--- src/rtl/hash_map_pkg.sv ---
// Shared encodings for the chained hash map: operation select, error codes
// and the controller state type.
package hash_map_pkg;

  typedef enum logic [1:0] {
    OpInsert = 2'b00,
    OpDelete = 2'b01,
    OpSearch = 2'b10,
    OpClear  = 2'b11
  } op_e;

  typedef enum logic [1:0] {
    ErrNone     = 2'b00,
    ErrFull     = 2'b01,
    ErrNotFound = 2'b10
  } err_e;

  typedef enum logic [2:0] {
    StIdle,
    StWalk,
    StExec,
    StDone,
    StClr
  } state_e;

endpackage

--- src/rtl/hash_index_fn.sv ---
// Combinational bucket index for the chained hash map.
// Ports:
//   key_i   - key to hash
//   index_o - bucket index, log2(TOTAL_INDEX) bits
// MODULUS takes the low bits (TOTAL_INDEX is a power of two); XOR_FOLD xors
// every index-wide slice of the key, with the top slice zero-padded.
module hash_index_fn #(
  parameter int unsigned KEY_WIDTH      = 32,
  parameter int unsigned TOTAL_INDEX    = 8,
  parameter string       HASH_ALGORITHM = "MODULUS"
) (
  input  logic [KEY_WIDTH-1:0]           key_i,
  output logic [$clog2(TOTAL_INDEX)-1:0] index_o
);

  localparam int unsigned IdxW   = $clog2(TOTAL_INDEX);
  localparam int unsigned NSlice = (KEY_WIDTH + IdxW - 1) / IdxW;
  localparam int unsigned PadW   = NSlice * IdxW;

  logic [PadW-1:0] key_pad;
  assign key_pad = PadW'(key_i);

  if (HASH_ALGORITHM == "XOR_FOLD") begin : g_xor_fold
    always_comb begin
      index_o = '0;
      for (int i = 0; i < int'(NSlice); i++) begin
        index_o = index_o ^ key_pad[i*IdxW +: IdxW];
      end
    end
  end else begin : g_modulus
    assign index_o = key_pad[IdxW-1:0];
    if (PadW > IdxW) begin : g_unused
      logic unused_key_hi;
      assign unused_key_hi = ^key_pad[PadW-1:IdxW];
    end
  end

endmodule

--- src/rtl/chained_hash_map.sv ---
// Hash map with TOTAL_INDEX buckets of CHAINING_SIZE slots each.
// Ports:
//   clk, rst         - clock, synchronous active-high reset
//   key_in, value_in - operation key / insert value, latched on acceptance
//   op_sel, op_en    - operation (insert/delete/search/clear) and request valid
//   op_ready         - idle; a request with op_en is accepted on this edge
//   op_done          - one-cycle completion pulse
//   value_out, op_error, error_code, collision_count
//                    - result of the last completed op, held until the next
//   entry_count      - total valid entries
// Every lookup walks all slots of the bucket one per cycle, so latency is
// fixed at CHAINING_SIZE+2 cycles (clear-all: 2 cycles).
module chained_hash_map
  import hash_map_pkg::*;
#(
  parameter int unsigned KEY_WIDTH      = 32,
  parameter int unsigned VALUE_WIDTH    = 32,
  parameter int unsigned TOTAL_INDEX    = 8,
  parameter int unsigned CHAINING_SIZE  = 4,
  parameter string       HASH_ALGORITHM = "MODULUS"
) (
  input  logic                                            clk,
  input  logic                                            rst,
  input  logic [KEY_WIDTH-1:0]                            key_in,
  input  logic [VALUE_WIDTH-1:0]                          value_in,
  input  logic [1:0]                                      op_sel,
  input  logic                                            op_en,
  output logic                                            op_ready,
  output logic [VALUE_WIDTH-1:0]                          value_out,
  output logic                                            op_done,
  output logic                                            op_error,
  output logic [1:0]                                      error_code,
  output logic [$clog2(CHAINING_SIZE+1)-1:0]              collision_count,
  output logic [$clog2(TOTAL_INDEX*CHAINING_SIZE+1)-1:0]  entry_count
);

  localparam int unsigned IdxW  = $clog2(TOTAL_INDEX);
  localparam int unsigned SlotW = $clog2(CHAINING_SIZE);
  localparam int unsigned CcW   = $clog2(CHAINING_SIZE + 1);
  localparam int unsigned EcW   = $clog2(TOTAL_INDEX * CHAINING_SIZE + 1);
  // Flat storage addressed by {bucket, slot}; unused slot codes stay invalid.
  localparam int unsigned Depth = TOTAL_INDEX << SlotW;

  localparam logic [SlotW-1:0] LastSlot   = SlotW'(CHAINING_SIZE - 1);
  localparam logic [EcW-1:0]   EntriesMax = EcW'(TOTAL_INDEX * CHAINING_SIZE);

  state_e state_q, state_d;

  // Latched request
  logic [KEY_WIDTH-1:0]   key_q;
  logic [VALUE_WIDTH-1:0] val_q;
  op_e                    op_q;
  logic [IdxW-1:0]        bucket_q;

  // Walk bookkeeping
  logic [SlotW-1:0] walk_q;
  logic             hit_q, free_q;
  logic [SlotW-1:0] hit_slot_q, free_slot_q;
  logic [CcW-1:0]   occ_q;

  // Table storage
  logic [KEY_WIDTH-1:0]   key_mem_q [Depth];
  logic [VALUE_WIDTH-1:0] val_mem_q [Depth];
  logic [Depth-1:0]       valid_q;

  // Result staged in EXEC/CLR, published together with op_done
  logic [VALUE_WIDTH-1:0] res_val_q;
  err_e                   res_err_q;
  logic [CcW-1:0]         res_coll_q;

  logic [VALUE_WIDTH-1:0] value_out_q;
  err_e                   err_q;
  logic [CcW-1:0]         coll_q;
  logic [EcW-1:0]         entry_q;
  logic                   op_done_q;

  logic [IdxW-1:0]       hash_idx;
  logic [IdxW+SlotW-1:0] cur_idx, hit_idx, free_idx;
  logic                  cur_valid, cur_match;
  logic                  accept;

  hash_index_fn #(
    .KEY_WIDTH      (KEY_WIDTH),
    .TOTAL_INDEX    (TOTAL_INDEX),
    .HASH_ALGORITHM (HASH_ALGORITHM)
  ) u_hash (
    .key_i   (key_in),
    .index_o (hash_idx)
  );

  assign accept    = op_en && (state_q == StIdle);
  assign cur_idx   = {bucket_q, walk_q};
  assign hit_idx   = {bucket_q, hit_slot_q};
  assign free_idx  = {bucket_q, free_slot_q};
  assign cur_valid = valid_q[cur_idx];
  assign cur_match = cur_valid && (key_mem_q[cur_idx] == key_q);

  // FSM: state register
  always_ff @(posedge clk) begin
    if (rst) begin
      state_q <= StIdle;
    end else begin
      state_q <= state_d;
    end
  end

  // FSM: next state
  always_comb begin
    state_d = state_q;
    unique case (state_q)
      StIdle: begin
        if (op_en) begin
          state_d = (op_e'(op_sel) == OpClear) ? StClr : StWalk;
        end
      end
      StWalk:  if (walk_q == LastSlot) state_d = StExec;
      StExec:  state_d = StDone;
      StClr:   state_d = StDone;
      StDone:  state_d = StIdle;
      default: state_d = StIdle;
    endcase
  end

  // FSM: outputs
  always_comb begin
    op_ready = (state_q == StIdle);
  end

  assign value_out       = value_out_q;
  assign op_done         = op_done_q;
  assign error_code      = err_q;
  assign op_error        = (err_q != ErrNone);
  assign collision_count = coll_q;
  assign entry_count     = entry_q;

  // Table and key/value memories; written only in EXEC/CLR, so a reset
  // during WALK leaves no partial update.
  always_ff @(posedge clk) begin
    if (rst) begin
      valid_q <= '0;
    end else if (state_q == StClr) begin
      valid_q <= '0;
    end else if (state_q == StExec) begin
      unique case (op_q)
        OpInsert: begin
          if (hit_q) begin
            val_mem_q[hit_idx] <= val_q;
          end else if (free_q) begin
            key_mem_q[free_idx] <= key_q;
            val_mem_q[free_idx] <= val_q;
            valid_q[free_idx]   <= 1'b1;
          end
        end
        OpDelete: if (hit_q) valid_q[hit_idx] <= 1'b0;
        default: ;
      endcase
    end
  end

  // Request latch, walk bookkeeping, results and counters
  always_ff @(posedge clk) begin
    if (rst) begin
      key_q       <= '0;
      val_q       <= '0;
      op_q        <= OpInsert;
      bucket_q    <= '0;
      walk_q      <= '0;
      hit_q       <= 1'b0;
      free_q      <= 1'b0;
      hit_slot_q  <= '0;
      free_slot_q <= '0;
      occ_q       <= '0;
      res_val_q   <= '0;
      res_err_q   <= ErrNone;
      res_coll_q  <= '0;
      value_out_q <= '0;
      err_q       <= ErrNone;
      coll_q      <= '0;
      entry_q     <= '0;
      op_done_q   <= 1'b0;
    end else begin
      op_done_q <= 1'b0;
      unique case (state_q)
        StIdle: begin
          if (accept) begin
            key_q    <= key_in;
            val_q    <= value_in;
            op_q     <= op_e'(op_sel);
            bucket_q <= hash_idx;
            walk_q   <= '0;
            hit_q    <= 1'b0;
            free_q   <= 1'b0;
            occ_q    <= '0;
          end
        end
        StWalk: begin
          walk_q <= walk_q + SlotW'(1);
          // Keep only the first match and the lowest free slot.
          if (cur_match && !hit_q) begin
            hit_q      <= 1'b1;
            hit_slot_q <= walk_q;
          end
          if (!cur_valid && !free_q) begin
            free_q      <= 1'b1;
            free_slot_q <= walk_q;
          end
          if (cur_valid) occ_q <= occ_q + CcW'(1);
        end
        StExec: begin
          res_val_q  <= '0;
          res_err_q  <= ErrNone;
          res_coll_q <= occ_q;
          unique case (op_q)
            OpInsert: begin
              if (!hit_q && free_q) begin
                res_coll_q <= occ_q + CcW'(1);
                if (entry_q != EntriesMax) entry_q <= entry_q + EcW'(1);
              end else if (!hit_q) begin
                res_err_q <= ErrFull;
              end
            end
            OpDelete: begin
              if (hit_q) begin
                res_coll_q <= occ_q - CcW'(1);
                if (entry_q != '0) entry_q <= entry_q - EcW'(1);
              end else begin
                res_err_q <= ErrNotFound;
              end
            end
            OpSearch: begin
              if (hit_q) res_val_q <= val_mem_q[hit_idx];
              else       res_err_q <= ErrNotFound;
            end
            default: ;
          endcase
        end
        StClr: begin
          res_val_q  <= '0;
          res_err_q  <= ErrNone;
          res_coll_q <= '0;
          entry_q    <= '0;
        end
        StDone: begin
          op_done_q   <= 1'b1;
          value_out_q <= res_val_q;
          err_q       <= res_err_q;
          coll_q      <= res_coll_q;
        end
        default: ;
      endcase
    end
  end

endmodule

--- config.mk ---
export PLATFORM = sky130hd
export DESIGN_NAME = chained_hash_map
export DESIGN_NICKNAME = d
export VERILOG_FILES = /design/src/rtl/hash_map_pkg.sv /design/src/rtl/hash_index_fn.sv /design/src/rtl/chained_hash_map.sv
export SDC_FILE = /design/constraint.sdc
export NUM_CORES = 2
export LEC_CHECK = 0
export BUFFER_PORTS_ARGS = -buffer_cell sky130_fd_sc_hd__buf_2
export CAP_MARGIN = 25
export CORE_UTILIZATION = 50
export DETAILED_ROUTE_END_ITERATION = 16
export PLACE_DENSITY = 0.66
export SETUP_SLACK_MARGIN = 0.1
export SLEW_MARGIN = 20
export SYNTH_ARGS = -nofsm -noshare
export SYNTH_HDL_FRONTEND = slang
export SYNTH_SLANG_ARGS = --single-unit
--- constraint.sdc ---
create_clock -name clk -period 11.7 [get_ports clk]
set_input_delay 0.585 -clock clk [delete_from_list [all_inputs] [get_ports clk]]
set_output_delay 0.585 -clock clk [all_outputs]
set_load 0.01 [all_outputs]
==> flow_summary.ini <==
[logic_synthesis]
synth_area_leader_cell = edfxtp_1
avgSynthCellArea_um2 = 18.4
syn_area_um2 = 85400
synth_top_cell_area_share = 0.720
syn_nets = 4712
synthFlopType = edfxtp_1
synth_common_cells = edfxtp_1, mux2i_1, mux4_2, nand2_1, o22ai_1
synthCells = 4631
yosys_warnings = 0
async_flop_share = 0
ys_seq_area_frac = 0.765
synth_area_leaders = edfxtp_1, mux4_2, mux2i_1
synth_cell_types = 65
synthMostInstantiatedCell = edfxtp_1
synth_edf_count = 2048
synth_seq_cells = 2241

[sta]
fin_ws_ns = 6.65
fin_setup_tns_ns = 0
maxSlewViolCount = 0
timing.final.crit_period_ns = 5.05
worst_pin_slew_ns = 1.24
final_hold_viol_count = 0
maxSlewHeadroom = 0.173
hold_ws_ns = 0.0470
finClkSkew_ns = 0.0703
setup_viol = 0
fin_crit_sh = 0.432
clock.fmax_mhz = 198
rsz0062_at_grt = no

[min_path]
hold_class = in2reg

[die]
start_util = 0.504
rows = 151
core_area_um2 = 169000
die-area_um2 = 173000
boundaryPins = 115
die_x_um = 415
dieHeight_um = 415

[critical_path]
arrival_ns = 5.84
start_kind = register
end_kind = register
crit_fanout = 52
worstPathRequired_ns = 12.48
critPathKind = reg2reg

[global_routing]
grt_usage = 0.258
grt_overflow = 0
grt_pass1_wl_mm = 318
antenna_found_initial = 2
grt_max_degree = 139
grt_pass1_vias = 44900

[clocking]
clock-root-buffer = clkbuf_16
cts.sinks = 2241
cts_tree = yes
cts_setup_buffers = 0
clkLatencyLatePin_ns = 0.91
cts_buffer_depth = 3
cts_max_level = 4
cts_resized = 0
cts-buffers-inserted = 217
clkTransAtPathRegs_ns = 0.06

[route]
vias_per_cell = 6.29
vias = 45900
drc = 0
drtIter0Drc = 5742
detail-route-antenna-nets = 0
dr.pass1.iters = 6
wirelength_mm = 225
routedWlPerCell_um = 30.8

[cells_and_area]
antenna_cells = 0
utilization = 0.574
fin_cells = 7306
drive_gt1_frac = 0.194
final_nets = 4974
area_growth_pct = 13.9
final_area_um2 = 97300

[power_and_ir_drop]
total_power_mw = 16.6
pwr-share-comb = 0.039
p_sw_frac = 0.214
peakVddDrop_mv = 0.182
clock_power_share = 0.426
seqPwrFrac = 0.535
p_switching_mw = 3.54
powerDensity_nw_per_um2 = 170
power_leakage_nw = 30.6
internal-power_mw = 13.0

[placed_design]
dp_cells = 6819
dp_slack_ns = 6.67
post-dp-hpwl_mm = 108
postPlaceCellArea_um2 = 89100
portBuffers = 114
gp_congestion = 0.806

[outcome]
status = finished clean

[job]
cap_violations = 0
worst paths after layout:
path | startpoint | end | slack (ns) | depth (start not counted)
max reg2reg | walk_q[0] | hit_slot_q[1] | 6.65 | 11
min reg2reg | value_out[7] | value_out[7] | 0.45 | 2
min | key_in[2] | key_q[2] | 0.05 | 3
max | walk_q[0] | hit_slot_q[1] | 6.65 | 11
area by class of cell:
type	instances	area (um2)
clock buffers	320	6070
flip-flops and latches	2241	65400
inverters	14	52.6
well taps	2218	2780
clock inverters	94	1260
repair buffers	322	2490
fillers	12400	72200
multi-input cells	2097	19300
flip-flops by register name, indices dropped and copies added, names as in the netlist, 6 cells and up:
signal	count
key_mem_q	1024
val_mem_q	1024
key_q	32
res_val_q	32
val_q	32
valid_q	32
value_out	32
entry_count	6
power by group through the flow:
stage          Sequential [mW]  Clock (mW)  Combinational, mW
6_report                  8.87        7.05              0.645
3_3_place_gp              9.06           0              0.578
3_5_place_dp              9.06           0              0.585
5_1_grt                   8.87        7.42              0.677
4_1_cts                   8.89        7.13              0.599
2_1_floorplan             9.04           0              0.378
what timing repair did:
item                       4_1_cts  5_1_grt
hold buffers                    51        0
hold endpoints to repair        52        0
setup endpoints to repair        0        0
metal layers:
| metal | vias up | GRT usage | wire length, um |
|---|---|---|---|
| met5 | - | 0 | 0 |
| met4 | 0 | 0.0929 | 7690 |
| met3 | 413 | 0.0348 | 17600 |
| met2 | 2234 | 0.425 | 111000 |
| met1 | 24000 | 0.354 | 88600 |
| li1 | 19300 | - | - |
worst max-delay path, stage by stage, from the launching register on:
cell and delay [ns]:
dfxtp_4 0.65, buf_4 0.71, buf_4 0.81, mux2i_1 0.27
o22ai_1 0.10, or4_1 0.60, or4_1 0.53, a211oi_1 0.25
and4_1 0.37, and4_1 0.28, nand3_1 0.09, a21oi_1 0.20
cell families after synthesis:
| group | share of synthesized area |
|---|---|
| simple gates | 0.0332 |
| xor+xnor | 0.00164 |
| compound gates | 0.0507 |
| fa+ha+maj | 0.00185 |
| flops | 0.765 |
| mux | 0.132 |
| buf+inv | 0.0158 |
cells in the final DEF (no fill, tap or decap), types with 113 or more instances in the layout:
cell	n
mux4_2	277
clkbuf_16	217
o22ai_1	243
dfxtp_1	175
mux2i_1	501
a21oi_1	194
buf_4	129
buf_2	113
edfxtp_1	2048
nand2_1	261
Power figures use the tool's default switching activity.
